==> config.mk <==
export PLATFORM = sky130hd
export DESIGN_NAME = ddr3_port_arbiter
export DESIGN_NICKNAME = d
export VERILOG_FILES = /design/src/rtl/ddr3_arb_pkg.sv /design/src/rtl/ddr3_port_arbiter_rr.sv /design/src/rtl/ddr3_port_arbiter.sv
export SDC_FILE = /design/constraint.sdc
export NUM_CORES = 1
export LEC_CHECK = 0
export ABC_AREA = 0
export BUFFER_PORTS_ARGS = -buffer_cell sky130_fd_sc_hd__clkbuf_2
export CAP_MARGIN = 30
export CORE_AREA = 2 2 278 280
export DETAILED_ROUTE_END_ITERATION = 16
export DIE_AREA = 0 0 280 282
export GPL_TIMING_DRIVEN = 0
export SYNTH_ARGS = -nofsm -noshare
export SYNTH_HDL_FRONTEND = slang
export SYNTH_HIERARCHICAL = 1
export SYNTH_SLANG_ARGS = --single-unit
==> constraint.sdc <==
create_clock -name clk -period 10.9 [get_ports clk]
set_input_delay 0.545 -clock clk [delete_from_list [all_inputs] [get_ports clk]]
set_output_delay 0.545 -clock clk [all_outputs]
set_load 0.03 [all_outputs]
==> src/rtl/ddr3_arb_pkg.sv <==
// Shared constants and FSM state encoding for the DDR3 multi-port arbiter.
package ddr3_arb_pkg;

    localparam logic [2:0] CMD_WRITE  = 3'b000;
    localparam logic [2:0] CMD_READ   = 3'b001;
    localparam int         LANE_WIDTH = 32;
    localparam int         LANE_BYTES = LANE_WIDTH / 8;

    typedef enum logic [2:0] {
        ST_INIT,
        ST_IDLE,
        ST_WRITE,
        ST_READ_CMD,
        ST_READ_WAIT,
        ST_DONE
    } arb_state_t;

endpackage

==> src/rtl/ddr3_port_arbiter_rr.sv <==
// Combinational round-robin arbiter: grants the first requester after 'last',
// wrapping around to the lowest index.
module rr_arbiter #(
    parameter int N     = 4,
    parameter int IDX_W = (N > 1) ? $clog2(N) : 1
) (
    input  logic [N-1:0]     req,
    input  logic [IDX_W-1:0] last,
    output logic [N-1:0]     grant
);

    logic [N-1:0] grant_hi;
    logic [N-1:0] grant_lo;

    // Scan downwards so the lowest matching index is the one left standing.
    always_comb begin
        grant_hi = '0;
        grant_lo = '0;
        for (int i = N - 1; i >= 0; i--) begin
            if (req[i]) begin
                grant_lo    = '0;
                grant_lo[i] = 1'b1;
                if (i > int'(last)) begin
                    grant_hi    = '0;
                    grant_hi[i] = 1'b1;
                end
            end
        end
        grant = (|grant_hi) ? grant_hi : grant_lo;
    end

endmodule

==> src/rtl/ddr3_port_arbiter.sv <==
// Multi-port arbiter that funnels single-word client reads/writes into
// single-beat 128-bit DDR3 controller commands.
module ddr3_port_arbiter
    import ddr3_arb_pkg::*;
#(
    parameter int NUM_PORTS       = 4,
    parameter int PORT_ADDR_WIDTH = 27,
    parameter int DDR_ADDR_WIDTH  = 29,
    parameter int DDR_DATA_WIDTH  = 128
) (
    input  logic                       clk,
    input  logic                       reset,
    input  logic [PORT_ADDR_WIDTH-1:0] port_addr      [NUM_PORTS],
    input  logic [LANE_WIDTH-1:0]      port_data      [NUM_PORTS],
    input  logic [3:0]                 port_byte_en   [NUM_PORTS],
    input  logic                       port_wr        [NUM_PORTS],
    input  logic                       port_rd        [NUM_PORTS],
    output logic [LANE_WIDTH-1:0]      port_q         [NUM_PORTS],
    output logic                       port_ready     [NUM_PORTS],
    output logic                       port_available [NUM_PORTS],
    input  logic                       init_calib_complete,
    input  logic                       cmd_ready,
    output logic [2:0]                 cmd,
    output logic                       cmd_en,
    output logic [DDR_ADDR_WIDTH-1:0]  addr,
    input  logic                       wr_data_rdy,
    output logic [DDR_DATA_WIDTH-1:0]  wr_data,
    output logic                       wr_data_en,
    output logic                       wr_data_end,
    output logic [DDR_DATA_WIDTH/8-1:0] wr_data_mask,
    input  logic [DDR_DATA_WIDTH-1:0]  rd_data,
    input  logic                       rd_data_valid,
    input  logic                       rd_data_end
);

    localparam int IDX_W     = (NUM_PORTS > 1) ? $clog2(NUM_PORTS) : 1;
    localparam int NUM_LANES = DDR_DATA_WIDTH / LANE_WIDTH;
    localparam int MASK_W    = DDR_DATA_WIDTH / 8;

    arb_state_t state_reg, state_next;
    logic [IDX_W-1:0] last_reg, last_next;

    logic                       pend_reg      [NUM_PORTS];
    logic                       pend_wr_reg   [NUM_PORTS];
    logic [PORT_ADDR_WIDTH-1:0] pend_addr_reg [NUM_PORTS];
    logic [LANE_WIDTH-1:0]      pend_data_reg [NUM_PORTS];
    logic [3:0]                 pend_be_reg   [NUM_PORTS];

    logic [NUM_PORTS-1:0] req_vec;
    logic [NUM_PORTS-1:0] pend_wr_vec;
    logic [NUM_PORTS-1:0] grant_vec;
    logic [IDX_W-1:0]     grant_idx;

    logic [PORT_ADDR_WIDTH-1:0] sel_addr;
    logic [LANE_WIDTH-1:0]      sel_data;
    logic [3:0]                 sel_be;
    logic [1:0]                 sel_lane;
    logic [PORT_ADDR_WIDTH:0]   sel_ddr_full;
    logic [DDR_ADDR_WIDTH-1:0]  sel_ddr_addr;
    logic [MASK_W-1:0]          sel_mask;
    logic [LANE_WIDTH-1:0]      rd_lane_data;

    // Every read is a single 128-bit beat, so the end-of-burst flag carries no extra information.
    logic unused_rd_end;
    assign unused_rd_end = rd_data_end;

    rr_arbiter #(
        .N     (NUM_PORTS),
        .IDX_W (IDX_W)
    ) u_rr (
        .req   (req_vec),
        .last  (last_reg),
        .grant (grant_vec)
    );

    always_comb begin
        grant_idx = '0;
        for (int i = 0; i < NUM_PORTS; i++) begin
            if (grant_vec[i]) grant_idx = IDX_W'(i);
        end
    end

    // last_reg doubles as the index of the port being served once granted.
    assign sel_addr     = pend_addr_reg[last_reg];
    assign sel_data     = pend_data_reg[last_reg];
    assign sel_be       = pend_be_reg[last_reg];
    assign sel_lane     = sel_addr[1:0];
    assign sel_ddr_full = {sel_addr[PORT_ADDR_WIDTH-1:2], 3'b000};
    assign sel_ddr_addr = DDR_ADDR_WIDTH'(sel_ddr_full);

    always_comb begin
        sel_mask     = '1;
        rd_lane_data = '0;
        for (int l = 0; l < NUM_LANES; l++) begin
            if (sel_lane == 2'(l)) begin
                sel_mask[LANE_BYTES*l +: LANE_BYTES] = ~sel_be;
                rd_lane_data = rd_data[LANE_WIDTH*l +: LANE_WIDTH];
            end
        end
    end

    always_ff @(posedge clk or posedge reset) begin
        if (reset) begin
            state_reg <= ST_INIT;
            last_reg  <= IDX_W'(NUM_PORTS - 1);
        end else begin
            state_reg <= state_next;
            last_reg  <= last_next;
        end
    end

    always_comb begin
        state_next   = state_reg;
        last_next    = last_reg;
        cmd          = CMD_WRITE;
        cmd_en       = 1'b0;
        addr         = '0;
        wr_data      = '0;
        wr_data_en   = 1'b0;
        wr_data_end  = 1'b0;
        wr_data_mask = '1;
        case (state_reg)
            ST_INIT: begin
                if (init_calib_complete) state_next = ST_IDLE;
            end
            ST_IDLE: begin
                if (|req_vec) begin
                    last_next  = grant_idx;
                    state_next = pend_wr_vec[grant_idx] ? ST_WRITE : ST_READ_CMD;
                end
            end
            ST_WRITE: begin
                cmd          = CMD_WRITE;
                addr         = sel_ddr_addr;
                wr_data      = {NUM_LANES{sel_data}};
                wr_data_mask = sel_mask;
                if (cmd_ready && wr_data_rdy) begin
                    cmd_en      = 1'b1;
                    wr_data_en  = 1'b1;
                    wr_data_end = 1'b1;
                    state_next  = ST_DONE;
                end
            end
            ST_READ_CMD: begin
                cmd  = CMD_READ;
                addr = sel_ddr_addr;
                if (cmd_ready) begin
                    cmd_en     = 1'b1;
                    state_next = ST_READ_WAIT;
                end
            end
            ST_READ_WAIT: begin
                if (rd_data_valid) state_next = ST_DONE;
            end
            ST_DONE: begin
                state_next = ST_IDLE;
            end
            default: begin
                state_next = ST_INIT;
            end
        endcase
    end

    for (genvar gi = 0; gi < NUM_PORTS; gi++) begin : g_port
        logic is_sel;
        logic take;

        assign is_sel  = (last_reg == IDX_W'(gi));
        // A strobe is only taken by an idle slot once calibration is done.
        assign take    = (state_reg != ST_INIT) && !pend_reg[gi] && (port_wr[gi] || port_rd[gi]);
        assign req_vec[gi]     = pend_reg[gi];
        assign pend_wr_vec[gi] = pend_wr_reg[gi];
        assign port_available[gi] = (state_reg != ST_INIT) && !pend_reg[gi];

        always_ff @(posedge clk or posedge reset) begin
            if (reset) begin
                pend_reg[gi]      <= 1'b0;
                pend_wr_reg[gi]   <= 1'b0;
                pend_addr_reg[gi] <= '0;
                pend_data_reg[gi] <= '0;
                pend_be_reg[gi]   <= '0;
            end else if (state_reg == ST_DONE && is_sel) begin
                pend_reg[gi] <= 1'b0;
            end else if (take) begin
                pend_reg[gi]      <= 1'b1;
                pend_wr_reg[gi]   <= port_wr[gi];
                pend_addr_reg[gi] <= port_addr[gi];
                pend_data_reg[gi] <= port_data[gi];
                pend_be_reg[gi]   <= port_byte_en[gi];
            end
        end

        always_ff @(posedge clk or posedge reset) begin
            if (reset) begin
                port_q[gi]     <= '0;
                port_ready[gi] <= 1'b0;
            end else begin
                port_ready[gi] <= (state_reg == ST_DONE) && is_sel;
                if (state_reg == ST_READ_WAIT && rd_data_valid && is_sel) begin
                    port_q[gi] <= rd_lane_data;
                end
            end
        end
    end

endmodule

==> flow_summary.yaml <==
cts:
  cts_max_path_buffers: 3
  clk_pin_slew_ps: 60
  cts_tree: "yes"
  cts_setup_buffers: 0
  insertion_delay_ps: 570
  cts_resized: 0
  cts_buffers: 45
  cts.hold.buffers_added: 0
  htreeDepth: 2
  cts.sinks: 397
  cts-root-buf: "clkbuf_16"
sta:
  fin_hold_ws_ps: 55.19
  grt_setup_unrepaired: "no"
  setup_slack_ps: 6431
  clock_skew_ps: 13.15
  worstMarginPinSlew_ps: 1015
  finalCriticalPeriod_ps: 4469
  setup_tns_ps: 0
  fin_crit_sh: 0.4100
  slew_headroom: 0.3231
  drv_slew: 0
  setup_viol: 0
  hold_viol: 0
  timing.fmax_ghz: 0.2237
worst_setup_path:
  cp_num_buf_inv: 6
  critical_path.cell_chain: "clkbuf_1, clkbuf_1, buf_8, buf_1, mux4_2, nor2b_1, buf_4, clkbuf_2"
  slowest_delay_ps: 580
  path_common_cell: "clkbuf_1"
  worst_setup_path_start_kind: "flop"
  worstPathRequired_ps: 10360
  critPathCaptureType: "output pin"
  worst-path-max-fanout: 10
  cpLargestDelayFamily: "buffers and inverters"
  critPathSlowestCell: "dfstp_2"
  crit_arrival_ps: 3920
  crit_type: "flop to output pin"
place:
  place_hpwl_um: 52220
  io_buffer_count: 702
  gp_congestion: 0.8745
  dpl_cell_area_mm2: 0.02390
  dp_slack_ps: 6950
  dp_cells: 3012
final_layout:
  layout.nets: 2476
  seq_area_mm2: 0.009937
  stdcell_area_mm2: 0.02544
  syn2layout_area_growth_pct: 35.19
  multi_input_area_mm2: 0.007717
  drive_gt1_frac: 0.6500
  num-fill-cells: 7559
  final_cells: 3095
power:
  power_per_cell_area_mw_per_mm2: 329.7
  pwr-share-seq: 0.299
  combPwrFrac: 0.515
  p_leak_nw: 12.62
  p_switching_w: 0.003440
  p_int_w: 0.004949
  pwr-share-clk: 0.187
  switching_share: 0.4101
  ir_drop_uv: 172.3
hold_path:
  min_path_type: "input port to async pin"
synthesis:
  synthCells: 1310
  synth_warnings: 6
  syn_area_mm2: 0.01882
  synth.avg_cell_area_um2: 14.37
floorplanning:
  dieHeight_um: 282
  num_rows: 101
  dieArea_mm2: 0.07896
  ios: 710
  die_w_um: 280
  start_util: 0.2486
  coreArea_mm2: 0.07570
drt:
  wl_um: 64730
  avgViaCountPerCell: 4.431
  post_drt_wl_per_cell_um: 20.92
  drtIter0Drc: 561
  dr.pass1.iters: 5
  ant_nets: 0
  via_count: 13714
  drc: 0
grt:
  grt_pass1_vias: 14548
  grt.overflow.total: 0
  grt_max_degree: 45
  grt_pass1_wl_um: 93500
  grtUsageTotal: 0.1583
  antenna_found_initial: 4
run_status:
  status: "complete, no violations"
run:
  maxCapViolations: 0
## layout by cell type (no fill, tap or decap), types with 9 or more instances in the layout
master	count
nor2_1	29
o21ai_0	9
clkbuf_2	702
nand2b_1	10
buf_2	42
nand2_1	24
inv_1	11
nor2b_1	62
mux4_2	61
dfrtp_1	395
a21oi_1	11
mux2_1	19
clkbuf_8	12
clkbuf_1	33
mux2_2	359
clkbuf_16	47
mux2i_1	98
buf_4	104
buf_12	10
## per-stage QoR
stage	utilization	total power, W
2_1_floorplan	-	0.005537
3_3_place_gp	0.3115	0.006752
3_5_place_dp	0.3157	0.006903
4_1_cts	0.3360	0.008513
5_1_grt	0.3361	0.008863
6_report	0.3361	0.008389
## final timing paths
kind / from / endpoint / slack, ps / cells after the start
worst max-delay path: last_reg[1] / wr_data[47] / 6430 / 8
worst min-delay path: reset / pend_addr_reg[89] / 60 / 2
worst max register to register: last_reg[1] / port_q[12] / 7680 / 6
worst min register to register: port_q[96] / port_q[96] / 480 / 2
max in group asynchronous: reset / port_q[98] / 9200 / 7
min in group clk: port_addr[42] / pend_addr_reg[42] / 190 / 2
## power groups by stage
stage                     Clock (W)  Sequential [W]  Combinational, W
after floorplan                   0         0.00273           0.00280
after global placement            0         0.00249           0.00426
after detailed placement          0         0.00253           0.00437
after CTS                   0.00162         0.00251           0.00438
after global routing        0.00168         0.00258           0.00460
final                       0.00157         0.00251           0.00432
## routing by layer
metal | vias up | global-route usage | part of all wire
li1 | 6127 | - | -
met1 | 7074 | 0.2026 | 0.42
met2 | 417 | 0.2652 | 0.49
met3 | 96 | 0.03795 | 0.060
met4 | 0 | 0.04676 | 0.025
met5 | - | 0 | 0
## layout make-up
cell class,instances,area share
antenna,3,0.0002950
buffer,178,0.04470
clock buffer,64,0.05345
clock inverter,16,0.006934
inverter,13,0.002065
multi-input combinational,727,0.3033
sequential,397,0.3905
tap,978,0.04809
timing repair buffer,719,0.1506
(Power assumes the default switching activity.)
